<file path="config.mk">
export PLATFORM = sky130hd
export DESIGN_NAME = up_param
export DESIGN_NICKNAME = d
export VERILOG_FILES = /design/src/rtl/up_param.sv
export SDC_FILE = /design/constraint.sdc
export NUM_CORES = 1
export LEC_CHECK = 0
export ABC_CLOCK_PERIOD_IN_PS = 4100
export CAP_MARGIN = 20
export CORE_UTILIZATION = 50
export DETAILED_ROUTE_END_ITERATION = 8
export PLACE_DENSITY_LB_ADDON = 0.1
export SYNTH_ARGS = -nofsm -noshare
export SYNTH_HDL_FRONTEND = slang
export SYNTH_SLANG_ARGS = --single-unit
</file>
<file path="constraint.sdc">
create_clock -name clock -period 4.1 [get_ports clock]
set_clock_uncertainty 0.2 [all_clocks]
set_input_delay 1.025 -clock clock [delete_from_list [all_inputs] [get_ports clock]]
set_output_delay 1.025 -clock clock [all_outputs]
set_load 0.05 [all_outputs]
</file>
<file path="src/rtl/up_param.sv">
// up_param: two-phase (FETCH/EXEC) accumulator processor core with parametrised data width.
// Define UPP_MEM_WAIT_EN to let memory opcodes stall in WAIT until mem_ack.
module up_param #(
    parameter int          DATA_W   = 4,
    parameter int unsigned RESET_PC = 0,
    localparam int         ADDR_W   = 2*DATA_W+4
) (
    input  logic                clock,
    input  logic                reset,
    input  logic [DATA_W-1:0]   pushbuttons,
    output logic [ADDR_W-1:0]   prog_addr,
    input  logic [DATA_W+3:0]   prog_data,
    output logic [ADDR_W-1:0]   mem_addr,
    output logic                mem_re,
    output logic                mem_we,
    output logic [DATA_W-1:0]   mem_wdata,
    input  logic [DATA_W-1:0]   mem_rdata,
    input  logic                mem_ack,
    output logic [1:0]          phase,
    output logic [3:0]          instr,
    output logic [DATA_W-1:0]   oprnd,
    output logic [DATA_W-1:0]   accu,
    output logic [DATA_W-1:0]   out_port,
    output logic                c_flag,
    output logic                z_flag,
    output logic [ADDR_W-1:0]   pc,
    output logic                instr_done
);

    typedef enum logic [1:0] {
        FETCH = 2'b00,
        EXEC  = 2'b01,
        WAIT  = 2'b10
    } phase_t;

    phase_t            state;
    logic              active;
    logic              complete;
    logic              is_mem;
    logic              is_jump;
    logic              rd_mem;
    logic              taken;
    logic              upd_flags;
    logic              wr_accu;
    logic [DATA_W:0]   alu;

    assign active    = (state == EXEC) || (state == WAIT);
    assign phase     = state;
    assign prog_addr = pc;
    // In EXEC/WAIT pc already points at the second word, so prog_data is the address low part.
    assign mem_addr  = {oprnd, prog_data};
    assign mem_wdata = accu;
    assign mem_re    = active && rd_mem;
    assign mem_we    = active && (instr == 4'h7);

`ifdef UPP_MEM_WAIT_EN
    assign complete = ((state == EXEC) && (!is_mem || mem_ack)) ||
                      ((state == WAIT) && mem_ack);
`else
    // Memory is treated as combinational: mem_ack is read but has no effect.
    assign complete = active | (mem_ack & 1'b0);
`endif

    assign instr_done = complete;

    always_comb begin
        is_mem    = 1'b0;
        is_jump   = 1'b0;
        rd_mem    = 1'b0;
        taken     = 1'b0;
        upd_flags = 1'b0;
        wr_accu   = 1'b0;
        alu       = '0;
        case (instr)
            4'h0: begin is_jump = 1'b1; taken = c_flag;  end
            4'h1: begin is_jump = 1'b1; taken = !c_flag; end
            4'h8: begin is_jump = 1'b1; taken = z_flag;  end
            4'h9: begin is_jump = 1'b1; taken = !z_flag; end
            4'hC: begin is_jump = 1'b1; taken = 1'b1;    end
            4'h2: begin
                alu = {1'b0, accu} - {1'b0, oprnd};
                upd_flags = 1'b1;
            end
            4'h3: begin
                is_mem = 1'b1; rd_mem = 1'b1;
                alu = {1'b0, accu} - {1'b0, mem_rdata};
                upd_flags = 1'b1;
            end
            4'h4: begin alu = {1'b0, oprnd};       upd_flags = 1'b1; wr_accu = 1'b1; end
            4'h5: begin alu = {1'b0, pushbuttons}; upd_flags = 1'b1; wr_accu = 1'b1; end
            4'h6: begin
                is_mem = 1'b1; rd_mem = 1'b1;
                alu = {1'b0, mem_rdata};
                upd_flags = 1'b1; wr_accu = 1'b1;
            end
            4'h7: is_mem = 1'b1;
            4'hA: begin
                alu = {1'b0, accu} + {1'b0, oprnd};
                upd_flags = 1'b1; wr_accu = 1'b1;
            end
            4'hB: begin
                is_mem = 1'b1; rd_mem = 1'b1;
                alu = {1'b0, accu} + {1'b0, mem_rdata};
                upd_flags = 1'b1; wr_accu = 1'b1;
            end
            4'hE: begin alu = {1'b0, ~(accu & oprnd)}; upd_flags = 1'b1; wr_accu = 1'b1; end
            4'hF: begin
                is_mem = 1'b1; rd_mem = 1'b1;
                alu = {1'b0, ~(accu & mem_rdata)};
                upd_flags = 1'b1; wr_accu = 1'b1;
            end
            default: ;
        endcase
    end

    always_ff @(posedge clock) begin
        if (reset) begin
            state    <= FETCH;
            pc       <= ADDR_W'(RESET_PC);
            instr    <= '0;
            oprnd    <= '0;
            accu     <= '0;
            out_port <= '0;
            c_flag   <= 1'b0;
            z_flag   <= 1'b0;
        end else begin
            case (state)
                FETCH: begin
                    instr <= prog_data[DATA_W+3:DATA_W];
                    oprnd <= prog_data[DATA_W-1:0];
                    pc    <= pc + 1'b1;
                    state <= EXEC;
                end
                EXEC, WAIT: begin
                    if (complete) begin
                        state <= FETCH;
                        if (wr_accu)
                            accu <= alu[DATA_W-1:0];
                        if (upd_flags) begin
                            c_flag <= alu[DATA_W];
                            z_flag <= (alu[DATA_W-1:0] == '0);
                        end
                        if (instr == 4'hD)
                            out_port <= accu;
                        if (taken)
                            pc <= mem_addr;
                        else if (is_mem || is_jump)
                            pc <= pc + 1'b1;
                    end else begin
                        state <= WAIT;
                    end
                end
                default: state <= FETCH;
            endcase
        end
    end

endmodule

</file>
# [Word-level counts from Yosys, hierarchy flattened]
# Index checks and enable logic that the tools add are counted.
[totals] reg_bits=32 inputBits=19 output_inout_bits=63 word_cells=69
[op_classes] add_sub_neg=5 n_eq_ne=19 muxes=13 bitwise_logic=4 reduce_logical=20
[op_table] op="one-hot mux 5 bit (9 select lines)" count=1
[op_table] op="two-way mux 12 bit" count=3
[op_table] op="equality test 4 bit, second input constant" count=8
[op_table] op="one-hot mux 12 bit (2 select lines)" count=1
[op_table] op="equality test 4 x 3 -> 1 bit, second input constant" count=4
[op_table] op="adder 12 x 1 -> 12 bit, second input constant" count=1
[op_table] op="AND reduction 3 bit" count=4
[op_table] op="adder 4 x 4 -> 5 bit" count=2
[op_table] op="OR reduction 5 bit" count=2
[op_table] op="subtractor 4 x 4 -> 5 bit" count=2
[op_table] op="OR reduction 9 bit" count=1
[op_table] op="bitwise AND 4 bit" count=2
[op_table] op="equality test 4 x 2 -> 1 bit, second input constant" count=2
[op_table] op="logical NOT 4 bit" count=2
[op_table] op="NOT 4 bit" count=2
[op_table] op="OR reduction 7 bit" count=1
[op_table] op="two-way mux 1 bit" count=5
[op_table] op="one-hot mux 1 bit (5 select lines)" count=1
[op_table] op="equality test 4 x 1 -> 1 bit, second input constant" count=1
[op_table] op="one-hot mux 2 bit (2 select lines)" count=1
[op_table] op="OR reduction 4 bit" count=1
[op_table] op="inequality test 3 bit, second input constant" count=1
[op_table] op="equality test 2 x 1 -> 1 bit, second input constant" count=1
[op_table] op="equality test 2 bit, second input constant" count=1
[op_table] op="other kinds (8)" count=11

# [Depth between registers and ports, before layout]
[logic_depth] depth_word=8 mapped_depth=13

# [Least setup slack after synthesis]
# OpenSTA, ideal clock, no wires.
[synth_path] path_kind="register -> output" startpoint="reg instr[1]" endpoint="out mem_we" arrival_time_ns=2.197 required_ns=2.875 slack_ns=0.678 path_stages_with_launch=4 cell_sequence="dfxtp_1 > buf_2 > nand2_1 > nor3_1"
[synth_between] elab_chain_len=2
[synth_rtl] element="start: declaration" line_no="20" source="output logic [3:0] instr,"
[synth_rtl] element="start signal: assignment" line_no="129" source="instr <= prog_data[DATA_W+3:DATA_W];"
[synth_rtl] element="equality test 4 x 3 -> 1 bit" line_no="54" source="assign mem_we = active && (instr == 4'h7);"
[synth_rtl] element="logical AND 1 bit" line_no="54"
[synth_rtl] element="end: declaration" line_no="15" source="output logic mem_we,"
# Every way passes these cells.

# [Worst setup path in the final report]
[layout_path] startpoint="in mem_rdata[1]" endpoint="reg z_flag"
[layout_between] elab_chain_len=4
[layout_rtl] element="start: declaration" line_no="17" source="input logic [DATA_W-1:0] mem_rdata,"
[layout_rtl] element="branches (longest 2 deep; another with adder 4 x 4 -> 5 bit)"
[layout_rtl] element="one-hot mux 5 bit (9 select lines) *" line_no="74" source="case (instr)"
[layout_rtl] element="logical NOT 4 bit *" line_no="141" source="z_flag <= (alu[DATA_W-1:0] == '0);"
[layout_rtl] element="end signal: assignment" line_no="141"
[layout_rtl] element="end: declaration" line_no="25" source="output logic z_flag,"
# Mark *: on every way between the ends.
# A chain may end at the register's enable or synchronous reset.

==> results.cfg <==
[setup_path]
reg2reg_setup_slack_ns = 1.01
path_class = in -> reg
startpoint_type = primary input
worstPathRequired_ns = 4.12
worstPathMaxFanout = 4
worst_setup_path_end_kind = flop
timing.rr.start = oprnd[0]$_SDFFE_PP0P_
r2r-end = z_flag$_SDFFE_PP0P_
ff2ff_path_depth = 10
cp_data_arrival_time_ns = 3.65

[routing]
drc_errors = 7
finalWirelength_um = 6260
first_iter_violations = 150
drtAntennaViolNets = 0
viasPerCell = 5.93
post_drt_wl_per_cell_um = 16.0
dr.pass1.iters = 7
via_count = 2311

[floorplan]
fp.coreArea_sq_mm = 0.00447
die-height_um = 71.1
ios = 82
rows = 24
die_x_um = 71.1
die_area_sq_mm = 0.00506
start_util = 0.534

[sta]
setup_viol = 0
tightest_slew_ns = 0.713
timing.final.crit_share = 0.886
finalMaxSlewViolations = 0
max_freq_mhz = 275
slew_headroom = 0.525
fin_crit_ns = 3.63
holdWs_ns = 0.292
tns_ns = 0
rsz0062_at_grt = no
hold_violations = 0

[placement]
place.gp.congestion = 0.902
io_buffers = 79
dp_hpwl_um = 4670
dp.cells = 383

[synthesis]
yosysSeqAreaShare = 0.260
synthSimpleGateAreaFrac = 0.202
synth-edff-count = 0
synth_area_leaders = dfxtp_1, buf_4, mux2i_1
synth_fp_nets = 317
ys.flop_type = dfxtp_1
syn_area_per_cell_sq_um = 8.24
yosys_warnings = 0
ys_ff_latch = 31
syn-cell-area_sq_mm = 0.00239
synth_top_cell_area_share = 0.260
synth_adder_area_share = 0.0450
yosysTopAreaCell = dfxtp_1
synthXorXnorAreaFrac = 0.0403
async_flop_share = 0
synthCells = 290
synth_top_family_by_area = compound AO/OA/AOI/OAI gates
synth.area.mux_share = 0.0832
synth_cell_types = 58
synth_compound_area_frac = 0.227

[run_status]
failed_checks = design-rule violations
status = finished with violations

[clock_tree]
clk_pin_slew_ns = 0.06
clock_latency_ns = 0.28
htree_num_levels = 2
cts.repair.resized = 0
post_cts.repair.setup_buffers = 0
clock-sinks = 31
cts_tree = built
clockBufferDepth = 2
cts_buffers = 5
cts-root-buf = clkbuf_8
cts.hold.buffers_added = 0

[global_routing]
first_global_vias = 2113
overflow = 0
antenna_found_initial = 0
grt_pass1_wl_um = 10200
grt_util_all_layers = 0.258
grt_max_degree = 24

[cells_and_area]
area_growth_pct = 29.7
nets = 365
num_antenna_cells = 0
mostFrequentLayoutCells = clkdlybuf4s50_1, nor2_1, dfxtp_1
fin_cells = 390
final_common_cell = clkdlybuf4s50_1
final_layout_size_suffix_gt1_frac = 0.0858

[min_path]
holdPathEnd = out_port[2]$_SDFFE_PP0P_
hold_path_class = reg -> reg
min_from = out_port[2]$_SDFFE_PP0P_
hold_path_depth = 2

[power_and_ir_drop]
vdd_drop_max_mv = 0.250
power_density_mw_per_mm2 = 326
p_leak_nw = 1.14

[job]
maxCapViolCount = 0
## registers in the layout, summed over array words and instances (netlist names)
register	cells
oprnd	4
c_flag	1
instr	4
accu	4
phase	1
z_flag	1
pc	12
out_port	4
## area by class of cell
type / instances / area [sq um]
Multi-Input combinational cell: 205 / 1430
Fill cell: 383 / 1370
Timing Repair Buffer: 87 / 851
Sequential cell: 31 / 621
Clock buffer: 6 / 72.6
Tap cell: 52 / 65.1
Clock inverter: 1 / 30.0
Inverter: 8 / 30.0
## worst max-delay path, cell delays in order
cell and delay, ns:
clkdlybuf4s50_1 0.53, inv_1 0.07, ha_1 0.27, a31oi_1 0.07
o21ai_0 0.34, fa_1 0.49, a32o_1 0.21, a211oi_1 0.28
and4_1 0.24, a32o_1 0.11
## synthesized netlist by cell type, types with 2 or more instances
library cell   n
nand4_1        2
clkbuf_1       6
nand2_1       18
nor2b_1        4
a22oi_1        6
inv_1          8
mux2i_1       14
buf_2          6
ha_1           7
mux2_2         4
and3_1         3
a311oi_1       3
a211oi_1      18
nand2b_1       4
a31oi_1        4
nand3_1        8
or3_1          2
buf_1          2
a21o_1         4
buf_4         30
o221ai_1       2
xnor2_1       10
nor3_1         6
a32o_1         2
nor3b_1        2
o21a_1         2
buf_6          2
dfxtp_1       31
nor2_1        32
o21ai_0        6
a21oi_1       15
## cell families after synthesis
| kind of cell | after synthesis |
|---|---|
| compound gates | 71 |
| flops | 31 |
| simple gates | 95 |
| fa+ha+maj | 8 |
| other cells | 1 |
| mux | 19 |
| xor+xnor | 11 |
| buf+inv | 54 |
## power breakdown
part | switching, mW | internal (mW) | total (mW)
logic | 0.234 | 0.139 | 0.373
clock network | 0.108 | 0.178 | 0.286
registers | 0.0337 | 0.319 | 0.353
total | 0.375 | 0.635 | 1.01
## per-layer routing
metal / up-vias / global-route usage / share of wire / wire (um)
met5: - / 0 / 0 / 0
li1: 1110 / - / - / -
met4: 0 / 0.0867 / 0.017 / 106
met1: 1064 / 0.346 / 0.45 / 2840
met3: 17 / 0.0499 / 0.080 / 501
met2: 120 / 0.419 / 0.45 / 2810
## how the worst max path moves through the flow
stage | start | endpoint | cells after the start
after floorplan | instr[1]$_SDFFE_PP0P_ | mem_we | 3
after global placement | mem_rdata[1] | z_flag$_SDFFE_PP0P_ | 11
after detailed placement | mem_rdata[1] | z_flag$_SDFFE_PP0P_ | 11
after CTS | prog_data[7] | mem_addr[7] | 2
after global routing | mem_rdata[1] | z_flag$_SDFFE_PP0P_ | 13
final | mem_rdata[1] | z_flag$_SDFFE_PP0P_ | 10
## through the flow
stage          total power [mW]   util  area [sq um]  setup WS, ns
3_5_place_dp              0.728  0.670          3000         0.235
6_report                   1.01  0.693          3100         0.469
4_1_cts                    1.02  0.693          3100         0.500
2_1_floorplan             0.630      -          2390         0.678
3_3_place_gp              0.725  0.670          3000         0.268
5_1_grt                    1.06  0.693          3100         0.316
(Power assumes the default switching activity.)
==> edit (same flow settings) <==
The option `UPP_MEM_WAIT_EN` is turned on by a define.
--- a/src/rtl/up_param.sv
+++ b/src/rtl/up_param.sv
@@ -1,4 +1,6 @@
 // up_param: two-phase (FETCH/EXEC) accumulator processor core with parametrised data width.
 // Define UPP_MEM_WAIT_EN to let memory opcodes stall in WAIT until mem_ack.
+`define UPP_MEM_WAIT_EN
+
 module up_param #(
     parameter int          DATA_W   = 4,
Check against the original RTL: not equivalent (Yosys sat finds a counterexample within 4 cycles, from zero or initial values and one cycle with reset high).
==> edit against the unedited design <==
- wire length grew 5.1%
- largest power group unchanged
- setup slack lost 87 ps
- power grew 26%
- synthesized area grew 6.5%
- largest cell class unchanged
- cell area grew 6.1%
- combinational power grew 72%
- sequential power grew 6.5%
- sequential cell count grew 1
- count of clock-buffer cells in the layout is the same
==> edit: results <==
metrics = {
    "placement": {
        "gp_congestion": 0.896,
        "io_buffers": 81,
        "hpwl_um": 4760,
        "placed_cell_area_um2": 3200,
        "dpl.cell_count": 428,
    },
    "yosys": {
        "yosysTopAreaCellShare_pct": 25.2,
        "ys_types": 56,
        "syn_nets": 351,
        "ys.flop_type": "dfxtp_1",
        "yosys_warnings": 0,
        "synth_area_leaders": "dfxtp_1 (25%), mux2i_1 (9.4%), buf_4 (8.3%), ha_1 (5.9%), nor2_1 (4.9%)",
        "synth_common_cells": "nor2_1 (33), dfxtp_1 (32), buf_4 (28), mux2i_1 (24), o21ai_0 (20)",
        "syn_avg_cell_area_um2": 7.98,
        "seq_area_frac_synth_pct": 25.2,
    },
    "clocking": {
        "cts_hold_buf": 0,
        "post_cts_buffers": 0,
        "clk_latency_ps": 290,
        "cts_max_level": 2,
        "clk_path_buf_depth": 2,
    },
    "global_route": {
        "grt_max_degree": 34,
        "grt_pass1_vias": 2209,
        "grt_first_pass_wirelength_um": 10900,
        "grt_antenna_before_repair": 0,
        "grt_usage_pct": 26.3,
    },
    "hold_path": {
        "min_to": "out_port[0]",
        "worstHoldStart": "out_port[0]",
    },
    "detailed_routing": {
        "vias": 2467,
        "drt_iter0_markers": 168,
        "wl_per_cell_um": 15.1,
        "totalWireLength_um": 6580,
        "dr.pass1.iters": 4,
    },
    "finish": {
        "drive_above_1_share_pct": 7.59,
        "top_register": "pc",
        "fillCellCount": 435,
        "largest_register_ffs": 12,
        "multi_input_area_um2": 1550,
        "fin_nets": 400,
        "antenna-diode-count": 0,
    },
    "sta": {
        "hold_slack_ps": 300,
        "slew_headroom_pct": 37.3,
    },
    "critical_path": {
        "rrSetupSlack_ps": 990,
        "max_stage_delay_ps": 480,
        "critPathSlowestCell": "clkdlybuf4s50_1",
        "r2r-start": "instr[1]",
        "crit_fanout": 2,
        "reg2reg_to": "z_flag",
        "rr_worst_depth": 10,
        "crit_arrival_ps": 3720,
    },
    "pwr": {
        "vdd_drop_max_mv": 0.258,
        "leakage_uw": 0.00129,
    },
    "run_status": {
        "status": "finished clean",
    },
}
-- edit: worst reg2reg max path, cell delays in order, from the launching register on --
cell,delay (ps)
dfxtp_1,620
nand2b_1,250
o21ai_0,210
o31ai_1,100
ha_1,240
fa_1,420
nor2b_1,130
a31oi_1,140
a31oi_1,120
or4_1,470
o32ai_1,110
-- edit: worst max-delay path by stage --
stage,startpoint,endpoint,slack (ps),cells past startpoint
floorplan,instr[1],z_flag,660,12
global placement,mem_rdata[0],z_flag,150,12
CTS,mem_rdata[0],z_flag,390,12
finish,mem_rdata[0],z_flag,380,12
global route,mem_rdata[0],z_flag,290,12
detailed placement,mem_rdata[0],z_flag,80,12
-- edit: final cells by class --
| class | instances | area share [%] |
|---|---|---|
| tap | 67 | 2.55 |
| sequential | 32 | 19.5 |
| timing repair buffer | 90 | 26.6 |
| clock buffer | 6 | 2.51 |
| clock inverter | 2 | 0.304 |
| inverter | 12 | 1.37 |
| multi-input combinational | 227 | 47.2 |
-- edit: report_power, final --
part	internal (uW)	switching (uW)
Sequential	337	38.6
Combinational	242	401
Clock	134	122
-- edit: stage by stage --
stage                     setup slack (ps)  total power, uW
after floorplan                        661              866
after global placement                 148             1010
after detailed placement              84.4             1030
after CTS                              390             1280
after global routing                   293             1350
final                                  381             1270
-- edit: cells by family after synthesis --
group	share of synthesized area (%)
adders and majority gates	7.08
AOI/OAI and AO/OA	19.8
DFF	25.2
muxes	9.88
xor gates and xnor gates	2.41
buffers and inverters	13.8
and+or+nand+nor	21.9
-- edit: metal layers --
metal / wire length [um] / part of all wire (%) / up-vias / GRT usage [%]
met1: 3000 / 46 / 1167 / 35.2
li1: - / - / 1203 / -
met5: 0 / 0 / - / 0
met3: 439 / 6.7 / 6 / 5.49
met2: 3090 / 47 / 91 / 43.8
met4: 52 / 0.79 / 0 / 5.13
